`config.mk`:
```
export PLATFORM = sky130hd
export DESIGN_NAME = multicycle_control
export DESIGN_NICKNAME = d
export VERILOG_FILES = /design/src/rtl/multicycle_control.sv
export SDC_FILE = /design/constraint.sdc
export NUM_CORES = 1
export LEC_CHECK = 0
export ABC_AREA = 1
export BUFFER_PORTS_ARGS = -buffer_cell sky130_fd_sc_hd__buf_2
export CAP_MARGIN = 20
export CELL_PAD_IN_SITES_DETAIL_PLACEMENT = 2
export CELL_PAD_IN_SITES_GLOBAL_PLACEMENT = 2
export CORE_AREA = 5 5 59 61
export CTS_BUF_LIST = sky130_fd_sc_hd__clkbuf_16
export CTS_CLUSTER_SIZE = 16
export DETAILED_ROUTE_END_ITERATION = 16
export DIE_AREA = 0 0 64 66
export PLACE_DENSITY_LB_ADDON = 0.1
export SYNTH_ARGS = -nofsm -noshare
export SYNTH_HDL_FRONTEND = slang
export SYNTH_SLANG_ARGS = --single-unit
```
`constraint.sdc`:
```
create_clock -name clk -period 1.3 [get_ports clk]
set_clock_uncertainty 0.15 [all_clocks]
set_input_delay 0.065 -clock clk [delete_from_list [all_inputs] [get_ports clk]]
set_output_delay 0.065 -clock clk [all_outputs]
set_load 0.01 [all_outputs]
```
`src/rtl/multicycle_control.sv`:
```
// Main control FSM for the multicycle MIPS-style datapath.
// Define MCCTRL_MEM_WAIT_EN to stall FETCH/MEMRD/MEMWR on mem_ready.
module multicycle_control #(
  parameter logic [5:0] OP_RTYPE = 6'b000000,
  parameter logic [5:0] OP_LW    = 6'b100011,
  parameter logic [5:0] OP_SW    = 6'b101011,
  parameter logic [5:0] OP_BEQ   = 6'b000100,
  parameter logic [5:0] OP_ADDI  = 6'b001000,
  parameter logic [5:0] OP_J     = 6'b000010
) (
  input  logic       clk,
  input  logic       rst_n,
  input  logic [5:0] opcode,
  input  logic       zero,
  input  logic       mem_ready,
  output logic       pc_en,
  output logic       iord,
  output logic       mem_read,
  output logic       mem_write,
  output logic       ir_write,
  output logic       reg_dst,
  output logic       mem_to_reg,
  output logic       reg_write,
  output logic       alu_src_a,
  output logic [1:0] alu_src_b,
  output logic [1:0] aluop,
  output logic [1:0] pc_src,
  output logic       instr_done,
  output logic       illegal_op,
  output logic [3:0] state
);

  typedef enum logic [3:0] {
    S_FETCH  = 4'd0,
    S_DECODE = 4'd1,
    S_MEMADR = 4'd2,
    S_MEMRD  = 4'd3,
    S_MEMWB  = 4'd4,
    S_MEMWR  = 4'd5,
    S_EXEC   = 4'd6,
    S_ALUWB  = 4'd7,
    S_BRANCH = 4'd8,
    S_ADDIEX = 4'd9,
    S_ADDIWB = 4'd10,
    S_JUMP   = 4'd11
  } state_e;

  state_e state_q, state_d;
  logic   rdy;

`ifdef MCCTRL_MEM_WAIT_EN
  assign rdy = mem_ready;
`else
  logic unused_mem_ready;
  assign unused_mem_ready = mem_ready;
  assign rdy = 1'b1;
`endif

  assign state = state_q;

  always_comb begin
    state_d    = state_q;
    pc_en      = 1'b0;
    iord       = 1'b0;
    mem_read   = 1'b0;
    mem_write  = 1'b0;
    ir_write   = 1'b0;
    reg_dst    = 1'b0;
    mem_to_reg = 1'b0;
    reg_write  = 1'b0;
    alu_src_a  = 1'b0;
    alu_src_b  = 2'b00;
    aluop      = 2'b00;
    pc_src     = 2'b00;
    instr_done = 1'b0;
    illegal_op = 1'b0;
    case (state_q)
      S_FETCH: begin
        mem_read  = 1'b1;
        alu_src_b = 2'b01;
        ir_write  = rdy;
        pc_en     = rdy;
        state_d   = rdy ? S_DECODE : S_FETCH;
      end
      S_DECODE: begin
        alu_src_b = 2'b11;
        unique case (1'b1)
          (opcode == OP_LW),
          (opcode == OP_SW):    state_d = S_MEMADR;
          (opcode == OP_RTYPE): state_d = S_EXEC;
          (opcode == OP_BEQ):   state_d = S_BRANCH;
          (opcode == OP_ADDI):  state_d = S_ADDIEX;
          (opcode == OP_J):     state_d = S_JUMP;
          default: begin
            state_d    = S_FETCH;
            illegal_op = 1'b1;
          end
        endcase
      end
      S_MEMADR: begin
        alu_src_a = 1'b1;
        alu_src_b = 2'b10;
        state_d   = (opcode == OP_LW) ? S_MEMRD : S_MEMWR;
      end
      S_MEMRD: begin
        mem_read = 1'b1;
        iord     = 1'b1;
        state_d  = rdy ? S_MEMWB : S_MEMRD;
      end
      S_MEMWB: begin
        reg_write  = 1'b1;
        mem_to_reg = 1'b1;
        instr_done = 1'b1;
        state_d    = S_FETCH;
      end
      S_MEMWR: begin
        mem_write  = 1'b1;
        iord       = 1'b1;
        instr_done = rdy;
        state_d    = rdy ? S_FETCH : S_MEMWR;
      end
      S_EXEC: begin
        alu_src_a = 1'b1;
        aluop     = 2'b01;
        state_d   = S_ALUWB;
      end
      S_ALUWB: begin
        reg_write  = 1'b1;
        reg_dst    = 1'b1;
        instr_done = 1'b1;
        state_d    = S_FETCH;
      end
      S_BRANCH: begin
        alu_src_a  = 1'b1;
        aluop      = 2'b10;
        pc_src     = 2'b01;
        pc_en      = zero;
        instr_done = 1'b1;
        state_d    = S_FETCH;
      end
      S_ADDIEX: begin
        alu_src_a = 1'b1;
        alu_src_b = 2'b10;
        state_d   = S_ADDIWB;
      end
      S_ADDIWB: begin
        reg_write  = 1'b1;
        instr_done = 1'b1;
        state_d    = S_FETCH;
      end
      S_JUMP: begin
        pc_src     = 2'b10;
        pc_en      = 1'b1;
        instr_done = 1'b1;
        state_d    = S_FETCH;
      end
      default: state_d = S_FETCH;
    endcase
  end

  always_ff @(posedge clk or negedge rst_n) begin
    if (!rst_n) state_q <= S_FETCH;
    else        state_q <= state_d;
  end

endmodule

```
---- Yosys cells after proc, flatten, opt, wreduce, memory -nomap -nowiden ----
Cells that the tools add are included.
word-level totals
  register bits ........................... 4
  output and inout port bits .............. 21
  logic and storage cells ................. 46
cells by class
  equality and inequality tests ........... 16
  mux-type cells .......................... 18
  reductions and logical operators ........ 11
operator list
  cell                                                              count
  4-bit case mux with 6 select lines                                1
  4-bit case mux with 5 select lines                                1
  4-bit by 3-bit == test with 1-bit output (second input constant)  4
  4-bit == test (second input constant)                             4
  6-bit == test (second input constant)                             2
  6-bit OR reduction                                                2
  1-bit two-way mux                                                 11
  2-bit OR reduction                                                5
  4-bit by 2-bit == test with 1-bit output (second input constant)  2
  2-bit case mux with 2 select lines                                2
  6-bit by 2-bit == test with 1-bit output (second input constant)  1
  6-bit by 3-bit == test with 1-bit output (second input constant)  1
  6-bit by 4-bit == test with 1-bit output (second input constant)  1
  6-bit zero test                                                   1
  2-bit case mux with 3 select lines                                1
  4-bit by 1-bit == test with 1-bit output (second input constant)  1
  4-bit zero test                                                   1
  4-bit OR reduction                                                1
  3-bit two-way mux                                                 1
  3-bit OR reduction                                                1
  1-bit case mux with 2 select lines                                1

---- Longest topological paths before layout ----
  depth in word-level cells ............... 4
  gate-level depth with buffers ........... 7
  gate-level depth less buffers ........... 7

---- Least setup slack after synthesis ----
OpenSTA, ideal clock, no wires.
  kind .................................... reg2out
  start point ............................. reg state_q[2], in the netlist state[2]
  end point ............................... out pc_en
  data arrival time ....................... 1052 ps
  slack ................................... 33 ps
  cell stages (with the launch flop) ...... 6
  buffers on the path ..................... 0
  cell sequence ........................... dfrtp_1 > inv_2 > nand2_2 > nor2_1 > nand2_1 > nand2_1
between the ends
  cells in the longest elaborated chain, start to end .. 3
  elaborated cells between the ends (all ways) .. 5
  classes of those cells .................. eq/ne (2); mux (1); reduce/logical (2)
RTL lines
  what                                                     RTL line  text
  start, declared                                          48        state_e state_q, state_d;
  start signal, assigned                                   163       else state_q <= state_d;
  4-bit == test / 4-bit zero test (equally long branches)  77        case (state_q)
  2-bit OR reduction (no source line)                      --
  1-bit case mux with 2 select lines (*)                   77
  end, declared                                            16        output logic pc_en,
Mark *: on every way between the ends. The rest lies on a longest branch, timed or not.

---- Worst setup path in the final report ----
  start point ............................. reg state_q[0], in the netlist state[0]
  end point ............................... out alu_src_a
between the ends
  cells in the longest elaborated chain, start to end .. 3
  elaborated cells between the ends (all ways) .. 6
  classes of those cells .................. eq/ne (4); mux (1); reduce/logical (1)
RTL lines
  what                                         RTL line  text
  4-bit == test, or another cell as far along  77
  4-bit OR reduction (no source line) (*)      --
  1-bit two-way mux (*)                        77
  end, declared                                24        output logic alu_src_a,
Marks and branches as above.

==> results_dict.tcl <==
set metrics [dict create \
    slew_violations 0 \
    wl_per_cell_um 14.9 \
    ys_ff_latch 4 \
    tns_ns -2.70 \
    grt_use_total_pct 11.3 \
    clk_pin_slew_worst_paths_ns 0.03 \
    cp-start-kind "flip-flop" \
    syn_nets 97 \
    min_path_type "input port to async pin" \
    gp_congestion 0.677 \
    tightest_slew_ns 0.322 \
    rows 20 \
    antenna_found_initial 0 \
    yosys.cell_types.count 15 \
    finalSetupViolCount 19 \
    utilization_pct 35.6 \
    syn_avg_cell_area_um2 5.32 \
    status "finished, violations left" \
    area_delta_synth_final_pct 125 \
    rsz0062_at_grt "true" \
    r2r_setup_slack_ns -0.07 \
    criticalPathCategory "flip-flop to output pin" \
    reg2reg_to "state[3]" \
    drv_cap 0 \
    dpl.cell_count 154 \
    viasPerCell 4.49 \
    grt_pass1_wl_um 3680 \
    largest_register_ffs 4 \
    leakage_nw 0.554 \
    htree_levels 1 \
    syn_area_um2 463 \
    arrival_ns 1.31 \
    die_x_um 64 \
    via_count 763 \
    clkSinkCount 4 \
    grt-ovfl-total 0 \
    synth_cells 87 \
    route.detailed.drc 0 \
    port_buffers 29 \
    start_util_pct 15.8 \
    nets 149 \
    setup_ws_ns -0.222 \
    hold_viol 0 \
    ant_nets 0 \
    insertion_delay_ns 0.23 \
    max_freq_ghz 0.657 \
    cts_made_buffers 3 \
    grt_max_degree 8 \
    grt_pass1_vias 797 \
    dp_hpwl_um 1640 \
    core_area_um2 2930 \
    crit_fanout 5 \
    powerDensity_nw_per_um2 2080 \
    cts_tree "built" \
    cts_buffer_depth 2 \
    drt_iter0_drc 3 \
    drt_first_pass_iters 2 \
    drive_gt1_share_pct 65.0 \
    ios 31 \
    yosys_warnings 0 \
    violations "setup timing" \
    diodes 0 \
    period_needed_ns 1.52 \
    wl_um 2530 \
    seq_area_frac_synth_pct 21.6 \
    finalNonFillerCells 170 \
    required_ns 1.09 \
    rr_worst_depth 9 \
    die_area_um2 4220 \
    critPathCaptureType "output pin" \
    r2r_start "state[1]" \
    die_h_um 66 \
    root_buffer "clkbuf_16" \
    peakVddDrop_mv 0.976 \
    min_period_over_period_pct 117 \
    max_slew_margin_pct 78.5 \
]
==> power breakdown <==
group / switching [mW] / total (mW) / internal (mW)
sequential: 0.0755 / 0.235 / 0.160
combinational: 0.738 / 1.44 / 0.707
clock: 0.0934 / 0.487 / 0.394
==> cell type report <==
class	instances	area, µm²
repair buffers	47	328
fillers	356	1890
clock buffers	3	75.1
well taps	33	41.3
flip-flops and latches	4	104
inverters	17	78.8
multi-input cells	66	415
==> how the worst max path moves through the flow <==
stage,slack [ns],depth (start not counted),endpoint,from
after global routing,-0.31,7,alu_src_a,state[2]
after detailed placement,-0.03,5,iord,state[1]
final,-0.22,6,alu_src_a,state[0]
after global placement,-0.006,6,illegal_op,state[1]
after floorplan,0.03,5,pc_en,state[2]
after CTS,-0.18,8,pc_en,state[3]
==> stage by stage <==
step / hold WS (ns) / total power [mW] / worst slack [ns] / instance area [µm²]
finish: 0.0675 / 2.17 / -0.222 / 1040
global route: 0.0958 / 2.32 / -0.305 / 1040
CTS: 0.0290 / 1.74 / -0.181 / 877
detailed placement: -0.275 / 1.01 / -0.0280 / 687
global placement: -0.281 / 1.01 / -0.00633 / 687
floorplan: -0.381 / 0.647 / 0.0329 / 463
==> cell usage in the layout, fill, tap and decap left out, drive strengths merged <==
cell         synthesis  routed
a21oi                1       1
o21ai                4       4
nor2                28      28
dlygate4sd3          0       1
nand4                1       1
nand3                9       9
buf                  0      46
dfrtp                4       4
nand2               22      22
clkbuf               0       3
o22ai                1       1
clkinv               0       1
inv                 17      16
==> worst max-delay path, stage by stage, from the launching register on <==
cell	delay [ns]
dfrtp_2	0.48
nor2_4	0.19
nand2_2	0.10
o21ai_2	0.07
nor2_1	0.06
nand2_1	0.05
buf_2	0.12
==> cell usage after synthesis, drive strengths merged <==
| cell | n | area [µm²] |
|---|---|---|
| a21oi | 1 | 5.00 |
| nand3 | 9 | 45.0 |
| nand2 | 22 | 97.6 |
| inv | 17 | 63.8 |
| o22ai | 1 | 6.26 |
| nor2 | 28 | 115 |
| nand4 | 1 | 6.26 |
| dfrtp | 4 | 100 |
| o21ai | 4 | 23.8 |
==> cells by family (layout without fill, tap and decap cells) <==
group                  count (synthesis)  after routing  synth area share, %
AO/OA/AOI/OAI                          6              6                 7.57
buffers and inverters                 17             67                 13.8
flip-flops                             4              4                 21.6
AND/OR/NAND/NOR                       60             60                 57.0
==> what timing repair did <==
item	4_1_cts	5_1_grt
setup buffers	6	7
pin swaps	11	16
endpoints found under the setup margin	16	21
hold endpoints to repair	4	0
hold buffers	1	0
resized for setup	24	34
==> metal layers <==
metal | vias up | GRT usage, % | routed length [µm]
met5 | - | 0 | 0
met4 | 0 | 7.79 | 63
met3 | 5 | 1.53 | 101
li1 | 364 | - | -
met1 | 371 | 10.8 | 901
met2 | 23 | 22.0 | 1460
Power figures use the tool's default switching activity.
